`config.mk`:
```
export PLATFORM = sky130hd
export DESIGN_NAME = mem_port_arbiter
export DESIGN_NICKNAME = d
export VERILOG_FILES = /design/src/rtl/mem_port_arbiter.sv
export SDC_FILE = /design/constraint.sdc
export NUM_CORES = 1
export LEC_CHECK = 0
export ABC_AREA = 1
export CORE_ASPECT_RATIO = 0.7
export CORE_MARGIN = 2
export CORE_UTILIZATION = 35
export DETAILED_ROUTE_END_ITERATION = 6
export PLACE_DENSITY_LB_ADDON = 0.2
export SYNTH_ARGS = -nofsm -noshare
export SYNTH_HDL_FRONTEND = slang
export SYNTH_SLANG_ARGS = --single-unit
```
`constraint.sdc`:
```
create_clock -name clk -period 1.9 [get_ports clk]
set_input_delay 0.19 -clock clk [delete_from_list [all_inputs] [get_ports clk]]
set_output_delay 0.19 -clock clk [all_outputs]
set_load 0.02 [all_outputs]
```
`src/rtl/mem_port_arbiter.sv`:
```
// mem_port_arbiter: shares one single-port synchronous memory between
// instruction fetch (0), data access (1) and the loader/debug port (2).
// Round-robin arbitration with a combinational grant, command mux onto the
// memory port, fixed-latency read-data return and sticky starvation flags.
// Optional build macro: MEM_ARB_LOCK_EN adds a 3-bit lock input that lets
// the winner hold the port for a burst of up to 8 consecutive grants.
module mem_port_arbiter #(
    parameter int N        = 8,
    parameter int NREQ     = 3,
    parameter int RD_LAT   = 1,
    parameter int WAIT_MAX = 15
) (
    input  logic              clk,
    input  logic              reset,
    input  logic [NREQ-1:0]   req,
    input  logic [NREQ-1:0]   we,
    input  logic [NREQ*N-1:0] addr,
    input  logic [NREQ*N-1:0] wdata,
`ifdef MEM_ARB_LOCK_EN
    input  logic [NREQ-1:0]   lock,
`endif
    input  logic              starve_clr,
    output logic [NREQ-1:0]   gnt,
    output logic [NREQ-1:0]   rvalid,
    output logic [N-1:0]      rdata,
    output logic [NREQ-1:0]   starve,
    output logic              mem_en,
    output logic              mem_we,
    output logic [N-1:0]      mem_addr,
    output logic [N-1:0]      mem_wdata,
    input  logic [N-1:0]      mem_rdata
);

    localparam int CW = $clog2(WAIT_MAX + 1);
    localparam int IW = 2;
    localparam logic [NREQ-1:0] ONE_HOT0 = {{(NREQ-1){1'b0}}, 1'b1};

    logic [IW-1:0]            ptr_q, ptr_d;
    logic [NREQ-1:0]          elig_s;
    logic [NREQ-1:0]          win_onehot_s;
    logic [NREQ-1:0]          gnt_s;
    logic [IW-1:0]            win_idx_s;
    logic [IW-1:0]            cand_s;
    logic                     win_found_s;
    logic                     grant_any_s;
    logic                     lock_hold_s;

    logic [RD_LAT-1:0]           rsp_vld_q, rsp_vld_d;
    logic [RD_LAT-1:0][IW-1:0]   rsp_id_q, rsp_id_d;

    logic [NREQ-1:0][CW-1:0]  wcnt_q, wcnt_d;
    logic [NREQ-1:0]          starve_q, starve_d;

`ifdef MEM_ARB_LOCK_EN
    logic                     lock_own_q, lock_own_d;
    logic [IW-1:0]            owner_q, owner_d;
    logic [3:0]               burst_q, burst_d;

    // Restrict eligibility to the lock owner while a locked burst is active.
    always_comb begin
        if (lock_own_q) begin
            elig_s = req & (ONE_HOT0 << owner_q);
        end else begin
            elig_s = req;
        end
    end

    // Lock ownership: take on a locked grant, drop on unlocked grant,
    // owner idle, or after the eighth consecutive locked grant.
    always_comb begin
        lock_own_d = lock_own_q;
        owner_d    = owner_q;
        burst_d    = burst_q;
        if (!lock_own_q) begin
            if (grant_any_s && lock[win_idx_s]) begin
                lock_own_d = 1'b1;
                owner_d    = win_idx_s;
                burst_d    = 4'd1;
            end else begin
                burst_d    = 4'd0;
            end
        end else begin
            if (!req[owner_q]) begin
                lock_own_d = 1'b0;
                burst_d    = 4'd0;
            end else if (gnt_s[owner_q]) begin
                if (!lock[owner_q] || (burst_q == 4'd7)) begin
                    lock_own_d = 1'b0;
                    burst_d    = 4'd0;
                end else begin
                    burst_d    = burst_q + 4'd1;
                end
            end else begin
                burst_d    = burst_q;
            end
        end
    end

    // Lock state registers.
    always_ff @(posedge clk or posedge reset) begin
        if (reset) begin
            lock_own_q <= 1'b0;
            owner_q    <= 2'd0;
            burst_q    <= 4'd0;
        end else begin
            lock_own_q <= lock_own_d;
            owner_q    <= owner_d;
            burst_q    <= burst_d;
        end
    end

    assign lock_hold_s = lock_own_q;
`else
    assign elig_s      = req;
    assign lock_hold_s = 1'b0;
`endif

    // Round-robin search starting one past the last winner, wrapping at NREQ.
    always_comb begin
        win_found_s = 1'b0;
        win_idx_s   = 2'd0;
        cand_s      = ptr_q;
        for (int k = 0; k < NREQ; k++) begin
            if (cand_s == 2'd2) begin
                cand_s = 2'd0;
            end else begin
                cand_s = cand_s + 2'd1;
            end
            if (!win_found_s && elig_s[cand_s]) begin
                win_found_s = 1'b1;
                win_idx_s   = cand_s;
            end else begin
                win_found_s = win_found_s;
            end
        end
        if (win_found_s) begin
            win_onehot_s = ONE_HOT0 << win_idx_s;
        end else begin
            win_onehot_s = {NREQ{1'b0}};
        end
    end

    assign gnt_s       = win_onehot_s;
    assign gnt         = gnt_s;
    assign grant_any_s = |gnt_s;

    // Drive the winner's command onto the memory port; idle bus is all-zero.
    always_comb begin
        mem_en    = grant_any_s;
        mem_we    = 1'b0;
        mem_addr  = {N{1'b0}};
        mem_wdata = {N{1'b0}};
        if (grant_any_s) begin
            mem_we    = we[win_idx_s];
            mem_addr  = addr[win_idx_s*N +: N];
            mem_wdata = wdata[win_idx_s*N +: N];
        end else begin
            mem_we    = 1'b0;
        end
    end

    // Pointer follows the winner except while a locked burst holds the port.
    always_comb begin
        if (grant_any_s && !lock_hold_s) begin
            ptr_d = win_idx_s;
        end else begin
            ptr_d = ptr_q;
        end
    end

    // Read-response shift pipeline: granted reads enter with their id.
    always_comb begin
        rsp_vld_d[0] = grant_any_s & ~we[win_idx_s];
        rsp_id_d[0]  = win_idx_s;
        for (int s = 1; s < RD_LAT; s++) begin
            rsp_vld_d[s] = rsp_vld_q[s-1];
            rsp_id_d[s]  = rsp_id_q[s-1];
        end
    end

    // Present read data to the requester whose response reaches the end.
    always_comb begin
        rvalid = {NREQ{1'b0}};
        rdata  = {N{1'b0}};
        if (rsp_vld_q[RD_LAT-1]) begin
            rvalid = ONE_HOT0 << rsp_id_q[RD_LAT-1];
            rdata  = mem_rdata;
        end else begin
            rdata  = {N{1'b0}};
        end
    end

    // Wait counters saturate at WAIT_MAX; starve is sticky; clear wins.
    always_comb begin
        for (int i = 0; i < NREQ; i++) begin
            if (starve_clr) begin
                wcnt_d[i]   = {CW{1'b0}};
                starve_d[i] = 1'b0;
            end else begin
                if (gnt_s[i]) begin
                    wcnt_d[i] = {CW{1'b0}};
                end else if (req[i] && (wcnt_q[i] < CW'(WAIT_MAX))) begin
                    wcnt_d[i] = wcnt_q[i] + {{(CW-1){1'b0}}, 1'b1};
                end else begin
                    wcnt_d[i] = wcnt_q[i];
                end
                starve_d[i] = starve_q[i] | (wcnt_d[i] == CW'(WAIT_MAX));
            end
        end
    end

    assign starve = starve_q;

    // State registers; reset drops any in-flight read responses.
    always_ff @(posedge clk or posedge reset) begin
        if (reset) begin
            ptr_q     <= 2'd2;
            rsp_vld_q <= {RD_LAT{1'b0}};
            rsp_id_q  <= {(RD_LAT*IW){1'b0}};
            wcnt_q    <= {(NREQ*CW){1'b0}};
            starve_q  <= {NREQ{1'b0}};
        end else begin
            ptr_q     <= ptr_d;
            rsp_vld_q <= rsp_vld_d;
            rsp_id_q  <= rsp_id_d;
            wcnt_q    <= wcnt_d;
            starve_q  <= starve_d;
        end
    end

endmodule

```
# == Yosys cells after proc, flatten, opt, wreduce, memory -nomap -nowiden ==
# Index checks and enable logic that the tools add are counted.
# classes
n_addsub,6
order_cmp,7
n_eq_ne,6
n_shift,4
n_mux,38
n_bitwise,5
reduce_logical,8
# op_table
cell,count
4-bit 2-to-1 mux,12
24-bit by 6-bit variable part select with 8-bit output,2
8-bit 2-to-1 mux,3
"4-bit by 1-bit adder with 4-bit output, second input constant",3
"4-bit equality test, second input constant",3
"2-bit by 3-bit less-than comparator with 1-bit output, second input constant",4
"4-bit less-than comparator, second input constant",3
2-bit 2-to-1 mux,6
1-bit 2-to-1 mux,11
1-bit binary-select mux with 2-bit select,4
"2-bit by 1-bit adder with 2-bit output, second input constant",3
"2-bit equality test, second input constant",3
3-bit 2-to-1 mux,2
"1-bit by 2-bit left shift with 3-bit output, first input constant",2
1-bit logical AND,5
1-bit bitwise OR,3
3-bit OR reduction,1
1-bit logical NOT,2
1-bit bitwise AND,1
1-bit inverter,1
# word_totals
register_bits,20
in_bits,65
out_inout_bits,35

# == Logic depth before layout (Yosys ltp) ==
# depth
depth_word,18
mapped_depth,14

# == Worst setup path before layout ==
# No wires, ideal clock.
# synth_path
path_kind,flip-flop to output port
start,register ptr_q[1]
end,output mem_addr[0]
arrival_time_ns,1.882
path_slack_ns,-0.172
path_stages_with_launch,15
path_cell_list,dfstp_2 > buf_6 > inv_4 > nand3_1 > nand2_1 > nor2_4 > nand2_2 > nor2_4 > nand2_4 > nand2_4 > buf_12 > nand2_2 > nand2_1 > nand2_1 > a21oi_1
# synth_between
elab_chain_cells,15
# synth_lines
element,line_no,source
from (decl),38,"logic [IW-1:0] ptr_q, ptr_d;"
from (signal assigned),223,ptr_q <= ptr_d;
2-bit by 1-bit adder with 2-bit output / 2-bit equality test (equally long branches),"127, 124",
2-bit 2-to-1 mux (*),124,if (cand_s == 2'd2) begin
branches (longest 12 deep; another with 2-bit by 1-bit adder with 2-bit output),--,
8-bit 2-to-1 mux (*),153,if (grant_any_s) begin
to (decl),29,"output logic [N-1:0] mem_addr,"
# Mark *: on every way between the ends. The select of a mux whose other input is x is not followed.

# == Worst setup path in the final report ==
# layout_path
start,register ptr_q[1]
end,output mem_addr[4]
# Same word-level chain as after synthesis.

==> results.yml <==
worst_setup_path:
  worstRegToRegCells: 13
  worstSetupStartpointType: "flip-flop"
  critPathKind: "reg2out"
  worstPathArrival_ns: 2.29
  worst_r2r_endpoint: "starve[1]"
  cells_traversed_along_the_worst_timing_path: "buf_6, nor2_4, nand2_1, nand3_2, nand3_1, nand2_2, nand2_4, buf_8, buf_4, nand2_1, a21oi_4, buf_6"
  reg2reg_slack_ns: -0.21
  slowest_stage: "dfstp_2"
  timing.critical_path.buf_inv: 4
  setup.worst_path.end_class: "output port"
  timing.critical_path.max_delay_family: "simple AND/OR/NAND/NOR gates"
  timing.critical_path.to: "mem_addr[4]"
  crit_required_ns: 1.71
  reg2reg_from: "ptr_q[1]"
  critical_path.startpoint: "ptr_q[1]"
  crit_fanout: 5
  cpPeakStageDelay_ns: 0.63
  cp.depth: 12
logic_synthesis:
  post_synth.cell_area_avg_um2: 6.55
  synth-seq-cells: 20
  syn_inst: 275
  post_synthesis_instance_area_um2: 1800
  nets_in_the_synthesized_netlist: 343
  ys_dominant_reg_cell: "dfrtp_1"
  synth-warning-count: 0
  seq_area_frac_synth_pct: 27.8
  synth_cell_types: 31
  synth-async-reset-ratio_pct: 100
  synth-edff-count: 0
clocking:
  htreeDepth: 1
  cts_sinks: 20
  clkLatencyLatePin_ns: 0.26
  clk_pin_slew_worst_paths_ns: 0.07
  clock_tree_from_tritoncts: "yes"
  cts_buffers: 3
  cts.root.buffer_cell: "clkbuf_8"
  clk_path_buf_depth: 2
  post_cts_hold_buffer_count: 0
route:
  average_routed_wire_per_standard_cell_um: 15.0
  avgViaCountPerCell: 4.91
  drt_first_iter_violations: 147
  remaining_drc_errors: 0
  via_count: 2431
  drtPass1Iterations: 5
  finalWirelength_um: 7400
  ant_nets: 0
placed_design:
  pre_cts_slack_ns: -0.778
  dpl.hpwl_um: 4770
  placement.io_buffers: 99
  finalWeightedCongestion: 0.894
floorplanning:
  ioPinCount: 100
  floorplan.die_area_um2: 5750
  die_x_um: 89.8
  core_um2: 4860
  start_util_pct: 37.1
  height_of_the_die_um: 64.0
  fp-row-count: 21
sta:
  setup_tns_ns: -11.29
  final-max-slew-violation-count: 0
  worst_pin_slew_ns: 0.340
  hold_violations: 0
  timing.final.setup_violations: 37
  finalWorstPathRequiredPeriod_ns: 2.48
  postLayoutSetupSlackWorst_ns: -0.578
  finClkSkew_ns: 0.00411
  finalCritPeriodShare_pct: 130
  fmaxAchievable_mhz: 404
  rsz_0062_raised_after_global_routing: "yes"
  worst_slew_margin_rel_pct: 77.3
pwr:
  power.static_leakage_nw: 1.85
  power.ir.vdd_worst_uv: 1210
  p_per_area_nw_per_um2: 1790
layout:
  antenna_cells: 0
  fin_util_pct: 80.0
  post_route_cells_drive_above_1_share_pct: 43.4
  finish.net_count: 495
  mostFrequentLayoutCells: "clkdlybuf4s50_1, nand2_1, buf_4"
  most_common_cell_after_layout_fill_and_taps_aside: "clkdlybuf4s50_1"
  layout-area-overhead-vs-synth_pct: 116
outcome:
  run_status: "finished with violations"
  violations_in_the_final_reports: "setup timing"
global_routing:
  grt-ovfl-total: 0
  number_of_global_route_vias_before_repair: 2371
  number_of_antenna_violations_at_the_first_check_in_global_routing: 0
  maximum_number_of_pins_on_one_net_before_global_route_repair: 21
  grt_pass1_wl_um: 10900
  globalRouteTotalUtil_pct: 23.2
hold_path:
  worstHoldPathType: "in2async"
run:
  cap_viol_max_count: 0
## cells in the mapped netlist, types with 4 or more instances
cell type	n	area (um2)
a21oi_2	4	35.0
nor2_4	4	45.0
nand2_1	110	413
nand4_1	4	25.0
inv_2	5	18.8
nand3_1	23	115
dfrtp_1	19	475
a21oi_1	13	65.1
nor2_1	16	60.1
nand2_2	11	68.8
inv_1	20	75.1
xor2_1	6	52.6
nor3_1	5	25.0
## cell type report
class	instances	area, um2
Inverter	27	124
Sequential cell	20	502
Clock buffer	4	55.1
Tap cell	69	86.3
Fill cell	299	972
Timing Repair Buffer	157	1590
Multi-Input combinational cell	218	1530
## cell families (layout without fill, tap and decap cells)
| family | Yosys count | after routing | synth area share, % |
|---|---|---|---|
| buffers and inverters | 37 | 188 | 10.5 |
| AND/OR/NAND/NOR | 186 | 186 | 48.8 |
| adder cells (fa/ha/maj) | 3 | 3 | 2.08 |
| XOR/XNOR | 9 | 9 | 4.38 |
| flip-flops | 20 | 20 | 27.8 |
| AO/OA/AOI/OAI | 20 | 20 | 6.39 |
## registers in the layout (all words and copies together) (netlist names)
| signal | count |
|---|---|
| wcnt_q | 12 |
| starve | 3 |
| ptr_q | 2 |
| rsp_id_q | 2 |
| rsp_vld_q | 1 |
## worst min-delay path by stage
stage	start	endpoint	slack [ns]	cells after the start
final	reset	wcnt_q[2]	0.25	3
after global routing	reset	starve[2]	0.29	3
after CTS	reset	wcnt_q[1]	0.26	3
after detailed placement	starve[0]	starve[0]	0.48	2
after global placement	starve[0]	starve[0]	0.47	2
after floorplan	reset	ptr_q[0]	0.15	1
## worst reg2reg max path, cell delays in order, from the launching register on
cell,delay [ns]
dfstp_2,0.63
buf_6,0.13
nor2_4,0.04
nand2_2,0.10
nand3_4,0.14
nand3_4,0.14
nand2_4,0.08
inv_8,0.10
nand2_8,0.09
buf_12,0.15
buf_8,0.12
nor3_4,0.17
nand3b_1,0.10
nand2_1,0.07
## metal layers
metal | track usage, % | part of all wire (%) | vias to the layer above
li1 | - | - | 1169
met1 | 27.6 | 40 | 1136
met2 | 43.5 | 51 | 109
met3 | 4.72 | 7.1 | 17
met4 | 5.19 | 2.2 | 0
met5 | 0 | 0 | -
## stage by stage
stage	hold slack (ns)	instances	instance area, um2	power [mW]
2_1_floorplan	0.153	275	2000	3.37
3_3_place_gp	0.466	471	3320	5.19
3_5_place_dp	0.481	471	3320	5.26
4_1_cts	0.264	488	3690	6.41
5_1_grt	0.292	495	3890	7.35
6_report	0.251	495	3890	6.97
## repair_timing
| action | CTS | global route |
|---|---|---|
| resized for setup | 165 | 44 |
| cloned | 1 | 0 |
| pin swaps | 3 | 25 |
| buffers inserted | 12 | 8 |
| setup endpoints to repair | 33 | 39 |
## where the power goes
group	switching (mW)	internal (mW)
logic	3.07	2.95
clock network	0.138	0.184
registers	0.106	0.518
total	3.31	3.66
Note: power is estimated with default switching activity, not from simulation.
